### src/rtl/instr_fetch_ctrl.sv
// Instruction fetch sequencer: owns the PC, drives the ROM address, buffers fetched
// instructions in a small prefetch queue and traps illegal fetch addresses.
module instr_fetch_ctrl #(
  parameter int                ADDR_W    = 16,
  parameter int                INSTR_W   = 16,
  parameter int                MEM_BYTES = 1024,
  parameter int                DEPTH     = 4,
  parameter logic [ADDR_W-1:0] RESET_PC  = '0
) (
  input  logic                     clk,
  input  logic                     reset_n,
  input  logic                     start,
  output logic [ADDR_W-1:0]        imem_addr,
  input  logic [INSTR_W-1:0]       imem_instr,
  output logic [INSTR_W-1:0]       dec_instr,
  output logic [ADDR_W-1:0]        dec_pc,
  output logic                     dec_valid,
  input  logic                     dec_ready,
  input  logic                     redirect,
  input  logic [ADDR_W-1:0]        redirect_pc,
  output logic                     fault,
  output logic [ADDR_W-1:0]        fault_pc,
  output logic [$clog2(DEPTH):0]   q_count
);

  localparam int PTR_W = $clog2(DEPTH);
  localparam int CNT_W = PTR_W + 1;

  typedef enum logic [1:0] {IDLE, RUN, FAULT} state_e;

  state_e             state_q, state_d;
  logic [ADDR_W-1:0]  fetch_pc_q, fetch_pc_d;
  logic [ADDR_W-1:0]  fault_pc_q, fault_pc_d;
  logic [PTR_W-1:0]   rd_ptr_q, rd_ptr_d;
  logic [PTR_W-1:0]   wr_ptr_q, wr_ptr_d;
  logic [CNT_W-1:0]   count_q, count_d;
  logic [INSTR_W-1:0] q_instr [DEPTH];
  logic [ADDR_W-1:0]  q_pc    [DEPTH];
  logic               push, pop, flush, pop_ok, full;
  logic               fetch_legal, redirect_legal;

  // The +3 is done one bit wider so an address near the top of the space cannot wrap.
  function automatic logic is_legal(input logic [ADDR_W-1:0] a);
    logic [ADDR_W:0] last;
    last = {1'b0, a} + (ADDR_W+1)'(3);
    return (a[1:0] == 2'b00) && (last < (ADDR_W+1)'(MEM_BYTES));
  endfunction

  assign fetch_legal    = is_legal(fetch_pc_q);
  assign redirect_legal = is_legal(redirect_pc);
  assign full           = (count_q == CNT_W'(DEPTH));
  assign pop_ok         = (count_q != '0) && dec_ready;

  always_comb begin
    state_d    = state_q;
    fetch_pc_d = fetch_pc_q;
    fault_pc_d = fault_pc_q;
    rd_ptr_d   = rd_ptr_q;
    wr_ptr_d   = wr_ptr_q;
    count_d    = count_q;
    push       = 1'b0;
    pop        = 1'b0;
    flush      = 1'b0;

    case (state_q)
      IDLE: begin
        if (redirect) fetch_pc_d = redirect_pc;
        if (start)    state_d    = RUN;
      end
      RUN: begin
        if (redirect) begin
          flush      = 1'b1;
          fetch_pc_d = redirect_pc;
          if (redirect_pc[1:0] != 2'b00) begin
            state_d    = FAULT;
            fault_pc_d = redirect_pc;
          end
        end else begin
          pop = pop_ok;
          if (!fetch_legal) begin
            state_d    = FAULT;
            fault_pc_d = fetch_pc_q;
          end else if (!full || pop_ok) begin
            push       = 1'b1;
            fetch_pc_d = fetch_pc_q + ADDR_W'(4);
          end
        end
      end
      FAULT: begin
        if (redirect) begin
          flush      = 1'b1;
          fetch_pc_d = redirect_pc;
          if (redirect_legal) state_d    = RUN;
          else                fault_pc_d = redirect_pc;
        end else begin
          pop = pop_ok;
        end
      end
      default: state_d = IDLE;
    endcase

    // Redirect squashes everything in flight, including a same-cycle pop.
    if (flush) begin
      rd_ptr_d = '0;
      wr_ptr_d = '0;
      count_d  = '0;
    end else begin
      if (push) wr_ptr_d = wr_ptr_q + PTR_W'(1);
      if (pop)  rd_ptr_d = rd_ptr_q + PTR_W'(1);
      case ({push, pop})
        2'b10:   count_d = count_q + CNT_W'(1);
        2'b01:   count_d = count_q - CNT_W'(1);
        default: count_d = count_q;
      endcase
    end
  end

  always_ff @(posedge clk or negedge reset_n) begin
    if (!reset_n) begin
      state_q    <= IDLE;
      fetch_pc_q <= RESET_PC;
      fault_pc_q <= '0;
      rd_ptr_q   <= '0;
      wr_ptr_q   <= '0;
      count_q    <= '0;
    end else begin
      state_q    <= state_d;
      fetch_pc_q <= fetch_pc_d;
      fault_pc_q <= fault_pc_d;
      rd_ptr_q   <= rd_ptr_d;
      wr_ptr_q   <= wr_ptr_d;
      count_q    <= count_d;
    end
  end

  // Storage needs no reset: stale slots are never visible through the masked outputs.
  always_ff @(posedge clk) begin
    if (push) begin
      q_instr[wr_ptr_q] <= imem_instr;
      q_pc[wr_ptr_q]    <= fetch_pc_q;
    end
  end

  assign imem_addr = fetch_pc_q;
  assign dec_valid = (count_q != '0);
  assign dec_instr = dec_valid ? q_instr[rd_ptr_q] : '0;
  assign dec_pc    = dec_valid ? q_pc[rd_ptr_q]    : '0;
  assign fault     = (state_q == FAULT);
  assign fault_pc  = fault_pc_q;
  assign q_count   = count_q;

endmodule

### config.mk
export PLATFORM = sky130hd
export DESIGN_NAME = instr_fetch_ctrl
export DESIGN_NICKNAME = d
export VERILOG_FILES = /design/src/rtl/instr_fetch_ctrl.sv
export SDC_FILE = /design/constraint.sdc
export NUM_CORES = 1
export LEC_CHECK = 0
export CAP_MARGIN = 40
export CORE_ASPECT_RATIO = 1.4
export CORE_UTILIZATION = 55
export CTS_BUF_LIST = sky130_fd_sc_hd__clkbuf_2
export DETAILED_ROUTE_END_ITERATION = 10
export GPL_TIMING_DRIVEN = 0
export PLACE_DENSITY = 0.81
export SETUP_SLACK_MARGIN = 0.3
export SLEW_MARGIN = 10
export SYNTH_ARGS = -nofsm -noshare
export SYNTH_HDL_FRONTEND = slang
export SYNTH_SLANG_ARGS = --single-unit
### constraint.sdc
create_clock -name clk -period 3.3 [get_ports clk]
set_clock_uncertainty 0.05 [all_clocks]
set_input_delay 0.495 -clock clk [delete_from_list [all_inputs] [get_ports clk]]
set_output_delay 0.495 -clock clk [all_outputs]
set_load 0.005 [all_outputs]
==> qor.csv, run 1 <==
metric,value,unit
Post-synth EDFFs,128,
Num CTS Buffers,17,
PwrDens,823,nW/µm²
Yosys reg bits,169,
DP HPWL,10.5,mm
layout cells sized above 1,22.3,%
worst skew pair latency,700,ps
largest net degree at the start of global routing,26,
H-tree levels,4,
fmax,326,MHz
area of the die,13700,µm²
Slew Limit Fails,0,
Multi-input gate area,2240,µm²
Slew HR,61.2,%
Sink Count,169,
mapped cell area,7260,µm²
Final min period,3070,ps
Layout area overhead,27.3,%
CP Max Fanout,5,
status,"finished, final reports clean",
Port Buffer Count,104,
fin nets,668,
Worst-Margin Slew,576,ps
final cycle utilization of the critical path,93.0,%
die height,138,µm
VDD IR max,0.000591,V
Worst setup SP type,flip-flop,
number of global-route vias before repair,4796,
crit path DAT,2520,ps
first-pass GRT wire length,24.6,mm
Post-synth ARST share,24.3,%
via count,4552,
Iteration-0 DRC Markers,250,
clk root buf,clkbuf_2,
post-route cell area,9230,µm²
# IOs,106,
ys flop type,edfxtp_1,
RSZ-0062 raised after global routing,true,
Initial Utilization,56.4,%
final hold vios,0,
Lkg Pwr,3.52,nW
DP Area,8600,µm²
HP Class,input pin to asynchronous set/reset pin,
clock buffer depth,2,
grt total ovfl,0,
DRT antenna net count,0,
final core occ,71.7,%
synth unique cells,45,
Fillers,851,
Finish-stage setup viols,0,
Mean Syn Cell Area,15.6,µm²
GRT Total Usage,24.5,%
WS Path Type,flip-flop to primary output,
sequential cell area,4870,µm²
Mapped Cells,466,
CP required,2750,ps
Synth area leaders,"edfxtp_1 53%, dfrtp_1 14%, mux4_2 9.9%",
drt pass-1 iters,5,
post-synth top area share,53.0,%
R2R Path Start,imem_addr[11],
Worst-path clk slew,230,ps
post-synth top area cell,edfxtp_1,
row cnt,49,
via/cell ratio,5.78,
Synth Warn #,0,
crit end category,primary output,
routability cong.,0.847,
setup TNS,0,ps
Mapped Nets,514,
worst hold margin,218,ps
DRC viols,0,
Worst Setup SP,rd_ptr_q[0],
sequential area share after synthesis,67.1,%
final wirelength,15.9,mm
routed wire length per instance,20.2,µm
Die X,99.1,µm
MaxCap Viol Count,0,
initial antenna violation count,1,
CTS tree,done,
core area,12900,µm²
metrics by stage:
| stage | setup slack, ps | std cells | power [mW] |
|---|---|---|---|
| floorplan | 738 | 466 | 4.55 |
| global placement | -74.4 | 723 | 5.96 |
| detailed placement | 451 | 728 | 6.07 |
| CTS | 133 | 769 | 7.44 |
| global route | 57.0 | 787 | 8.05 |
| finish | 231 | 787 | 7.60 |
cell usage in the layout, fill, tap and decap left out, types with 4 or more instances in the layout:
cell type	Yosys	routed
edfxtp_1	128	128
clkdlybuf4s50_1	0	82
dfrtp_1	41	39
nand2_1	33	33
mux4_2	32	32
and2_1	36	29
o21ai_0	27	27
buf_4	0	25
clkbuf_2	0	24
a21oi_1	20	20
mux2i_1	18	18
nand3_1	13	13
dlymetal6s2s_1	0	13
buf_2	13	10
ha_1	10	10
buf_12	0	8
inv_1	8	8
o21ai_1	7	7
a2bb2oi_1	7	7
clkbuf_1	14	6
buf_6	1	6
nor2_1	6	6
o22ai_1	6	6
and3_1	6	6
bufinv_16	0	5
and2_2	0	4
worst max-delay path, cell delays in order (launching register included):
cell             delay (ps)
dfrtp_1                 400
buf_6                   150
buf_12                  120
mux4_2                  540
and2_1                  180
clkdlybuf4s50_1         440
timing repair:
action,4_1_cts,5_1_grt
cloned,0,1
endpoints found under the setup margin,33,30
buffers inserted,8,16
pin swaps,0,3
hold buffers,1,0
gates resized for setup,37,37
hold endpoints to repair,20,0
per-layer routing:
layer | up-vias | track usage (%) | part of all wire [%]
li1 | 2093 | - | -
met1 | 2242 | 29.1 | 39
met2 | 188 | 42.9 | 53
met3 | 29 | 5.14 | 5.2
met4 | 0 | 11.8 | 2.6
met5 | - | 0 | 0
layout make-up:
type                       count  area share [%]
buffer                        28            2.29
antenna                        1          0.0271
inverter                       8           0.325
sequential                   169            52.8
clock buffer                  18           0.976
clock inverter                14            2.21
timing repair buffer         135            15.1
tap                          153            2.07
multi-input combinational    261            24.3
cell usage after synthesis (7+ instances only):
cell / n
inv_1: 8
ha_1: 10
dfrtp_1: 41
nand2_1: 33
a21oi_1: 20
buf_2: 13
and2_1: 36
o21ai_0: 27
mux2i_1: 18
mux4_2: 32
edfxtp_1: 128
a2bb2oi_1: 7
o21ai_1: 7
clkbuf_1: 14
nand3_1: 13
final timing paths:
check	endpoint	slack (ps)	cells after the start
hold / removal	fault_pc[6]	220	2
max in group asynchronous	q_count[0]	2460	3
min in group clk	rd_ptr_q[0]	300	3
setup / recovery	dec_pc[4]	230	5
setup reg to reg	q_count[2]	690	7
hold reg to reg	fault_pc[0]	470	2
flip-flops by register name, summed over array words and instances (netlist names):
name       flops
q_instr       64
state_q        2
rd_ptr_q       2
wr_ptr_q       2
imem_addr     16
q_pc          64
q_count        3
fault_pc      16
report_power, final:
part           switching (mW)  internal (mW)
clock                   0.677          0.567
sequential              0.377           2.63
combinational            1.43           1.91
kinds of logic (layout without fill, tap and decap cells):
group / after synthesis / after routing / synth area share, %
AO/OA/AOI/OAI: 78 / 78 / 6.29
XOR/XNOR: 4 / 4 / 0.586
adder cells (fa/ha/maj): 11 / 11 / 2.00
buffers and inverters: 36 / 203 / 2.19
flip-flops: 169 / 169 / 67.1
multiplexers: 53 / 53 / 12.9
other: 0 / 1 / 0
AND/OR/NAND/NOR: 115 / 115 / 8.93
(Power assumes the default switching activity.)
==> run 2: changes to the inputs <==
--- a/config.mk
+++ b/config.mk
@@ -5,8 +5,8 @@
 export SDC_FILE = /design/constraint.sdc
 export NUM_CORES = 1
 export LEC_CHECK = 0
-export CAP_MARGIN = 40
 export CORE_ASPECT_RATIO = 1.4
+export CORE_MARGIN = 2
 export CORE_UTILIZATION = 55
 export CTS_BUF_LIST = sky130_fd_sc_hd__clkbuf_2
 export DETAILED_ROUTE_END_ITERATION = 10
==> run 2 against run 1 <==
Net effect:
- first-iteration DRC count is 15% lower
- register-to-register slack hardly changed
- largest power group unchanged
- sequential share of layout area is 0.12 points higher
- critical endpoint is now dec_pc[12]
- routed wire length is 2.3% lower
- largest cell class unchanged
- combinational power is 1% lower
- flip-flop and latch count stayed put
- clock-buffer cell count is 1 lower
- hold slack worse by 100 ps
- cell count is 0.51% lower
==> qor.csv, run 2 (synthesized netlist as in run 1, its figures left out) <==
metric,value,unit,change
worst skew pair latency,700,ps,about the same
Slew HR,61.5,%,+0.24 points
reg-to-reg setup timing slack,690,ps,about the same
CP Max Fanout,9,,+4
Worst-Margin Slew,572,ps,-3.61 ps
clock buffer depth,2,,unchanged
number of global-route vias before repair,4666,,-2.7%
via count,4559,,+0.15%
layout cells sized above 1,21.3,%,-1.0 points
DRC viols,0,,unchanged
VDD IR max,0.000473,V,-20%
area of the die,14100,µm²,+3.5%
Num CTS Buffers,17,,unchanged
sequential cell area,4870,µm²,about the same
initial antenna violation count,0,,-1
# IOs,106,,unchanged
MaxCap Viol Count,0,,unchanged
drt pass-1 iters,4,,-1
grt total ovfl,0,,unchanged
CP required,2750,ps,about the same
crit end category,primary output,,
DP HPWL,10.3,mm,-1.5%
first-pass GRT wire length,24.5,mm,-0.50%
die height,140,µm,+1.5%
Port Buffer Count,104,,unchanged
H-tree levels,4,,unchanged
via/cell ratio,5.82,,+0.67%
R2R Path Start,state_q[0],,
"commonest cells after routing, fill and taps aside","128 x edfxtp_1, 78 x clkdlybuf4s50_1, 40 x dfrtp_1, 33 x nand2_1",,
post-route cell area,9210,µm²,-0.26%
Lkg Pwr,3.59,nW,+2.0%
routed wire length per instance,19.9,µm,-1.8%
CTS tree,done,,
crit path DAT,2520,ps,about the same
ant diodes,0,,-1
fin nets,665,,-0.45%
clk root buf,clkbuf_2,,
PwrDens,812,nW/µm²,-1.4%
row cnt,49,,unchanged
fmax,326,MHz,about the same
final cycle utilization of the critical path,93.0,%,about the same
final wirelength,15.6,mm,-2.3%
final hold vios,0,,unchanged
Worst setup SP type,flip-flop,,
WS Path Type,flip-flop to primary output,,
"commonest non-fill, non-tap cell in the layout",edfxtp_1,,
Final min period,3070,ps,-1.62 ps
Finish-stage setup viols,0,,unchanged
largest net degree at the start of global routing,33,,+27%
RSZ-0062 raised after global routing,true,,
Slew Limit Fails,0,,unchanged
Iteration-0 DRC Markers,212,,-15%
Multi-input gate area,2240,µm²,-0.11%
FF-to-FF End,q_count[2],,
final core occ,71.5,%,-0.18 points
Die X,101,µm,+2.0%
Sink Count,169,,unchanged
Initial Utilization,56.4,%,unchanged
Layout area overhead,26.9,%,
Fillers,848,,-0.35%
routability cong.,0.836,,-1.3%
status,"finished, final reports clean",,
GRT Total Usage,22.8,%,-1.7 points
DP Area,8590,µm²,about the same
reg2reg path depth,8,,+1
Largest regs,"q_instr (64), q_pc (64)",,
core area,12900,µm²,unchanged
DRT antenna net count,0,,unchanged
Worst-path clk slew,230,ps,about the same
HP Class,input pin to asynchronous set/reset pin,,
[run 2: power by group]
group          switching [mW]  internal [mW]
Clock                   0.727          0.439
Combinational            1.41           1.89
Sequential              0.383           2.63
Total                    2.52           4.96
[run 2: layer usage]
layer	wire length (µm)	track usage, %	vias up
met2	8270	39.4	131
li1	-	-	2102
met5	0	0	-
met4	265	7.04	0
met1	6310	27.9	2305
met3	713	5.94	21
[run 2: per-stage QoR]
step	setup slack, ps	hold WS (ps)	std cells	TNS, ps	power (mW)
3_3_place_gp	-73.4	421	723	-7730	5.97
6_report	232	113	783	0	7.48
4_1_cts	143	61.8	766	0	7.37
2_1_floorplan	738	149	466	0	4.55
5_1_grt	55.9	23.7	783	0	7.94
3_5_place_dp	457	334	728	0	6.07
[run 2: cell type report]
type / instances / share of cell area, %
plain buffers: 28 / 2.34
clock buffers: 17 / 0.924
clock inverters: 15 / 2.06
inverters: 8 / 0.326
multi-input cells: 261 / 24.3
flip-flops and latches: 169 / 52.9
well taps: 153 / 2.08
repair buffers: 132 / 15.1
[run 2: what timing repair did]
| action | in CTS | in global routing |
|---|---|---|
| hold endpoints to repair | 41 | 0 |
| hold buffers | 1 | 0 |
| setup endpoints to repair | 33 | 32 |
| cloned | 0 | 2 |
| gates resized for setup | 34 | 33 |
| buffers inserted | 5 | 15 |
[run 2: how the worst max path moves through the flow]
stage,startpoint,to,depth (start not counted)
after floorplan,state_q[1],q_instr[0][0],6
final,rd_ptr_q[0],dec_pc[12],5
after global placement,dec_ready,q_instr[0][3],5
after global routing,rd_ptr_q[0],dec_pc[12],5
after detailed placement,dec_ready,q_count[2],7
after CTS,rd_ptr_q[0],dec_pc[3],5
[run 2: critical path, stage by stage, from the launching register on]
cell and delay (ps):
dfrtp_1 430, buf_8 170, buf_12 140, mux4_2 500
and2_1 170, clkdlybuf4s50_1 440
